## src/rtl/mealy_out_packer.sv

```systemverilog
// Packs the Mealy detector's 1-bit output stream MSB-first into WIDTH-bit words.
// Words leave on a valid/ready port; lifetime hit count saturates.
module mealy_out_packer #(
  parameter int WIDTH = 8,
  parameter int CNT_W = 8
) (
  input  logic                         clk,
  input  logic                         rst,
  input  logic                         in_valid,
  input  logic                         in_bit,
  output logic [WIDTH-1:0]             word_data,
  output logic [$clog2(WIDTH+1)-1:0]   word_ones,
  output logic                         word_valid,
  input  logic                         word_ready,
  output logic [CNT_W-1:0]             hit_total,
  output logic                         overflow,
  output logic [1:0]                   fill_state
);

  localparam int OW = $clog2(WIDTH+1);
  localparam int CW = $clog2(WIDTH);

  typedef enum logic [1:0] {
    EMPTY = 2'd0,
    FILL  = 2'd1,
    LAST  = 2'd2
  } state_t;

  state_t           state;
  logic [WIDTH-2:0] shreg;
  logic [CW-1:0]    bit_cnt;
  logic [OW-1:0]    ones_acc;

  logic [WIDTH-1:0] word_next;
  logic [OW-1:0]    ones_next;
  logic             out_free;

  always_comb begin
    word_next = {shreg, in_bit};
    ones_next = ones_acc + OW'(in_bit);
    out_free  = !word_valid || word_ready;
  end

  assign fill_state = state;

  always_ff @(posedge clk) begin
    if (rst) begin
      state      <= EMPTY;
      shreg      <= '0;
      bit_cnt    <= '0;
      ones_acc   <= '0;
      word_data  <= '0;
      word_ones  <= '0;
      word_valid <= 1'b0;
      hit_total  <= '0;
      overflow   <= 1'b0;
    end else begin
      if (word_valid && word_ready)
        word_valid <= 1'b0;
      if (in_valid) begin
        shreg <= word_next[WIDTH-2:0];
        if (in_bit && hit_total != '1)
          hit_total <= hit_total + CNT_W'(1);
        unique case (state)
          EMPTY: begin
            bit_cnt  <= CW'(1);
            ones_acc <= OW'(in_bit);
            state    <= (WIDTH == 2) ? LAST : FILL;
          end
          FILL: begin
            bit_cnt  <= bit_cnt + CW'(1);
            ones_acc <= ones_next;
            if (bit_cnt == CW'(WIDTH-2))
              state <= LAST;
          end
          LAST: begin
            bit_cnt  <= '0;
            ones_acc <= '0;
            state    <= EMPTY;
            // a held word that is not being accepted wins; the new one is lost
            if (out_free) begin
              word_data  <= word_next;
              word_ones  <= ones_next;
              word_valid <= 1'b1;
            end else begin
              overflow <= 1'b1;
            end
          end
          default: state <= EMPTY;
        endcase
      end
    end
  end

endmodule

```

## config.mk

```make
export PLATFORM = sky130hd
export DESIGN_NAME = mealy_out_packer
export DESIGN_NICKNAME = d
export VERILOG_FILES = /design/src/rtl/mealy_out_packer.sv
export SDC_FILE = /design/constraint.sdc
export NUM_CORES = 1
export LEC_CHECK = 0
export BUFFER_PORTS_ARGS = -buffer_cell sky130_fd_sc_hd__clkbuf_2
export CORE_MARGIN = 4
export CORE_UTILIZATION = 57
export DETAILED_ROUTE_END_ITERATION = 8
export GPL_ROUTABILITY_DRIVEN = 0
export MAX_ROUTING_LAYER = met4
export PLACE_DENSITY = 0.79
export SYNTH_ARGS = -nofsm -noshare
export SYNTH_HDL_FRONTEND = slang
export SYNTH_SLANG_ARGS = --single-unit
```

## constraint.sdc

```tcl
create_clock -name clk -period 2.3 [get_ports clk]
set_input_delay 0.115 -clock clk [delete_from_list [all_inputs] [get_ports clk]]
set_output_delay 0.115 -clock clk [all_outputs]
set_load 0.02 [all_outputs]
```

After elaboration in Yosys (flattened, before gate mapping)
Cells that the tools add are included.
{"block": "op_classes", "add_sub_neg": 3, "n_mul": 0, "n_div": 0, "order_cmp": 0, "eq_ne": 5, "shift": 0, "n_mux": 8, "bitwise_logic": 1, "reduce_logical": 11}
{"op": "4-bit case mux with 3 select lines", "n": 1}
{"op": "3-bit case mux with 3 select lines", "n": 1}
{"op": "8-bit by 1-bit adder with 8-bit output, second input constant", "n": 1}
{"op": "8-bit != test, second input constant", "n": 1}
{"op": "2-bit AND reduction", "n": 3}
{"op": "3-bit AND reduction", "n": 2}
{"op": "4-bit by 1-bit adder with 4-bit output", "n": 1}
{"op": "1-bit two-way mux", "n": 4}
{"op": "2-bit case mux with 2 select lines", "n": 1}
{"op": "3-bit by 1-bit adder with 3-bit output, second input constant", "n": 1}
{"op": "3-bit equality test, second input constant", "n": 1}
{"op": "3-bit nonzero test", "n": 1}
{"op": "2-bit by 1-bit equality test with 1-bit output, second input constant", "n": 1}
{"op": "2-bit equality test, second input constant", "n": 1}
{"op": "1-bit logical AND", "n": 2}
{"op": "2-bit logical NOT", "n": 1}
{"op": "2-bit two-way mux", "n": 1}
{"op": "2-bit != test, second input constant", "n": 1}
{"op": "1-bit logical NOT", "n": 1}
{"op": "1-bit logical OR", "n": 1}
{"op": "1-bit NOT", "n": 1}
{"block": "word_totals", "register_bits": 38, "latch_bits": 0, "ramBits": 0, "mem_bits_ro": 0, "input_bits": 5, "out_inout_bits": 24, "word_cells": 37, "memories": 0}

Longest topological paths before layout
{"block": "logic_depth", "ltp_word": 5, "mapped_depth": 7, "ltp_nobuf": 5}

Worst setup path after synthesis
No wires, ideal clock.
{"block": "synth_timing", "kind": "reg-to-reg", "startpoint": "reg state[0], in the netlist fill_state[0]", "endpoint": "reg bit_cnt[2]", "setup_ps": 70, "t_arrival_ps": 1482, "required_time_ps": 2230, "path_slack_ps": 748, "path_stages_with_launch": 6, "n_path_buf": 0, "synth_period_minus_slack_ps": 1552, "path_cell_list": "dfxtp_1 -> inv_1 -> ha_1 -> nand2_1 -> or4_1 -> a21oi_1"}
{"block": "synth_via", "elab_chain_cells": 3, "word_cells_on_any_way": 6, "classes_between": "2 x eq/ne; 1 x mux; 3 x reduce/logical"}
{"element": "from (decl)", "line_no": "29", "text": "state_t state;"}
{"element": "from (signal assigned)", "line_no": "68", "text": "state <= (WIDTH == 2) ? LAST : FILL;"}
{"element": "2-bit equality test, or another cell as far along", "line_no": "64", "text": "unique case (state)"}
{"element": "3-bit nonzero test (no source line)"}
{"element": "2-bit AND reduction (no source line)"}
{"element": "to (signal assigned)", "line_no": "71", "text": "bit_cnt <= bit_cnt + CW'(1);"}
{"element": "to (decl)", "line_no": "31", "text": "logic [CW-1:0] bit_cnt;"}
Parallel ways exist; a longest one is shown, timed or not.
A chain may end at the register's enable or synchronous reset.

Worst setup path in the final report
{"block": "layout_timing", "startpoint": "reg state[0], in the netlist fill_state[0]", "endpoint": "reg word_ones[3]"}
{"block": "layout_via", "elab_chain_cells": 2}
{"element": "2-bit equality test", "line_no": "64"}
{"element": "3-bit AND reduction (no source line)"}
{"element": "to (signal assigned)", "line_no": "83", "text": "word_ones <= ones_next;"}
{"element": "to (decl)", "line_no": "12", "text": "output logic [$clog2(WIDTH+1)-1:0] word_ones,"}
No other way between the ends.

==> results_dict.tcl <==
set metrics [dict create \
    status "complete, no violations" \
    worst-endpoint-required_ns 2.56 \
    syn_to_final_growth_pct 10.0 \
    synth_most_common_cell "dfxtp_1" \
    hold_violations 0 \
    rsz0062_at_grt "no" \
    p_int_w 0.000843 \
    setup_tns_ns 0 \
    regArea_um2 761 \
    power.density_nw_per_um2 573 \
    drc 0 \
    overflow 0 \
    row_count 20 \
    clockPowerShare_pct 32.9 \
    swShare_pct 25.4 \
    ys_types 44 \
    setup_viol 0 \
    n_fill_cell 244 \
    path_cells "inv_1 -> ha_1 -> and2_1 -> a21oi_1 -> a311oi_1" \
    antenna_cells 0 \
    clkTransAtPathRegs_ns 0.11 \
    met1_usage_pct 23.0 \
    crit_type "flip-flop to flip-flop" \
    synth_nets 208 \
    seq_power_share_pct 59.8 \
    ys_ff_latch 38 \
    die_w_um 64.1 \
    crit_fanout 15 \
    die_area_um2 4110 \
    grt_pass1_wl_mm 6.47 \
    cts_buffers 5 \
    syn-cell-area_um2 1790 \
    start_util_pct 59.2 \
    ys_top_cells_by_count "dfxtp_1, a21oi_1, nand3_1" \
    ys_seq_area_share_pct 42.4 \
    fp.coreArea_um2 3030 \
    cts_hold_buf 0 \
    drt_wl_total_mm 3.76 \
    postRouteAntennaNets 0 \
    dominantRegCellSynth "dfxtp_1" \
    clock_sinks 38 \
    postCtsSetupBuffers 0 \
    io_buffer_count 28 \
    report.final.slew_viol_count 0 \
    switching_power_w 0.000288 \
    layout-drive-gt1-share_pct 19.9 \
    worstSetupEndpointType "flip-flop" \
    cts_tree "yes" \
    relSlewSlack_pct 46.8 \
    netlist.area_leader.share_pct 42.4 \
    io_pins 29 \
    drt_iter0_drc 141 \
    multi_input_area_um2 923 \
    grt_antenna_before_repair 0 \
    ys_warn_count 0 \
    slowest_stage "and2_1" \
    worstMarginPinSlew_ns 0.798 \
    h-tree-depth 2 \
    period_share_pct 69.7 \
    synthArstFlopShare_pct 0 \
    grt_util_met2_pct 34.1 \
    cts_resized 0 \
    vdd_drop_max_mv 0.468 \
    period_needed_ns 1.60 \
    maxCapViolCount 0 \
    grtUsageTotal_pct 20.7 \
    hpwl_mm 2.63 \
    combPwrFrac_pct 7.3 \
    cp-start-kind "flip-flop" \
    hp-class "input pin to flip-flop" \
    grt_max_degree 44 \
    clock_skew_ns 0.00417 \
    drt-vias-per-instance 5.82 \
    grt_pass1_vias 1454 \
    die_y_um 64.1 \
    nets 229 \
    max_freq_mhz 624 \
    busiest_layer "met2" \
    clock_path_buffers 2 \
    root_buffer "clkbuf_4" \
    synth_edf_count 0 \
    vias 1512 \
    slowest_delay_ns 0.44 \
    wl_per_cell_um 14.5 \
    syn_inst 194 \
    ys_top_cells_by_area "dfxtp_1, a21oi_1, ha_1" \
    yosysTopAreaCell "dfxtp_1" \
    first_pass_iters 4 \
    leakage_nw 0.772 \
    cp.arrival_ns 1.87 \
    syn_area_per_cell_um2 9.24 \
    grt_use_met3_pct 4.75 \
    hold_slack_ns 0.161 \
    clock_latency_ns 0.35 \
]
[worst max-delay path, delay by kind of cell (launching register included)]
family,cells,cell delay [ns]
AO/OA/AOI/OAI,2,0.39
adder cells (fa/ha/maj),1,0.20
buffers and inverters,1,0.11
flip-flops,1,0.36
AND/OR/NAND/NOR,1,0.44
[layout make-up]
class,instances,share of cell area (%)
clock buffer,6,2.60
clock inverter,2,0.634
inverter,8,1.52
multi-input combinational,134,46.8
sequential,38,38.6
tap,44,2.79
timing repair buffer,28,7.10
[through the flow]
stage	power [W]	utilization [%]	setup slack (ns)	cells	cell area, um^2
after floorplan	0.000752	-	0.748	194	1790
after global placement	0.000767	63.1	0.790	252	1910
after detailed placement	0.000772	63.1	0.734	252	1910
after CTS	0.00114	65.2	0.709	260	1970
after global routing	0.00118	65.2	0.563	260	1970
final	0.00113	65.2	0.696	260	1970
[registers in the layout (all words and copies together) (netlist names)]
name / count
overflow: 1
word_ones: 4
word_data: 8
bit_cnt: 3
shreg: 7
hit_total: 8
fill_state: 2
word_valid: 1
ones_acc: 4
[routing by layer]
metal  share of wire, %  vias up
met2                 49       45
met4                2.3        0
met1                 43      713
li1                   -      743
met5                  0        -
met3                5.6       11
[cell families (layout without fill, tap and decap cells)]
logic type,count (synthesis),after routing,share of synthesized area [%]
simple gates,62,62,19.8
compound gates,51,51,18.6
flops,38,38,42.4
buf+inv,22,44,6.07
mux,10,10,5.93
fa+ha+maj,9,9,6.28
xor+xnor,2,2,0.977
[path summary, 6_finish.rpt]
path | cells after the start | end | slack, ns | start
worst min-delay path | 3 | word_data[0] | 0.16 | in_bit
worst max register to register | 5 | word_ones[3] | 0.70 | fill_state[0]
worst min register to register | 2 | word_data[7] | 0.48 | shreg[6]
worst max-delay path | 5 | word_ones[3] | 0.70 | fill_state[0]
[power groups by stage]
stage | combinational (W) | sequential [W] | clock, W
2_1_floorplan | 0.0000576 | 0.000694 | 0
6_report | 0.0000821 | 0.000676 | 0.000372
3_5_place_dp | 0.0000811 | 0.000691 | 0
3_3_place_gp | 0.0000760 | 0.000691 | 0
5_1_grt | 0.0000908 | 0.000678 | 0.000410
4_1_cts | 0.0000819 | 0.000676 | 0.000377
[layout by cell type (no fill, tap or decap), types with 2 or more instances in the layout]
cell type  synthesis  layout
dfxtp_1           38      38
clkbuf_2           0      28
a21oi_1           23      23
nand3_1           14      14
o21ai_0           12      12
nor2_1            12      12
ha_1               9       9
inv_1              8       8
mux2i_1            8       8
nand2_1            7       7
nor2b_1            6       6
nand2b_1           5       5
a311oi_1           5       5
clkbuf_4           0       5
and4_1             3       3
a31oi_1            2       2
a221oi_1           2       2
nor3_1             2       2
nand4_1            2       2
Note: power is estimated with default switching activity, not from simulation.
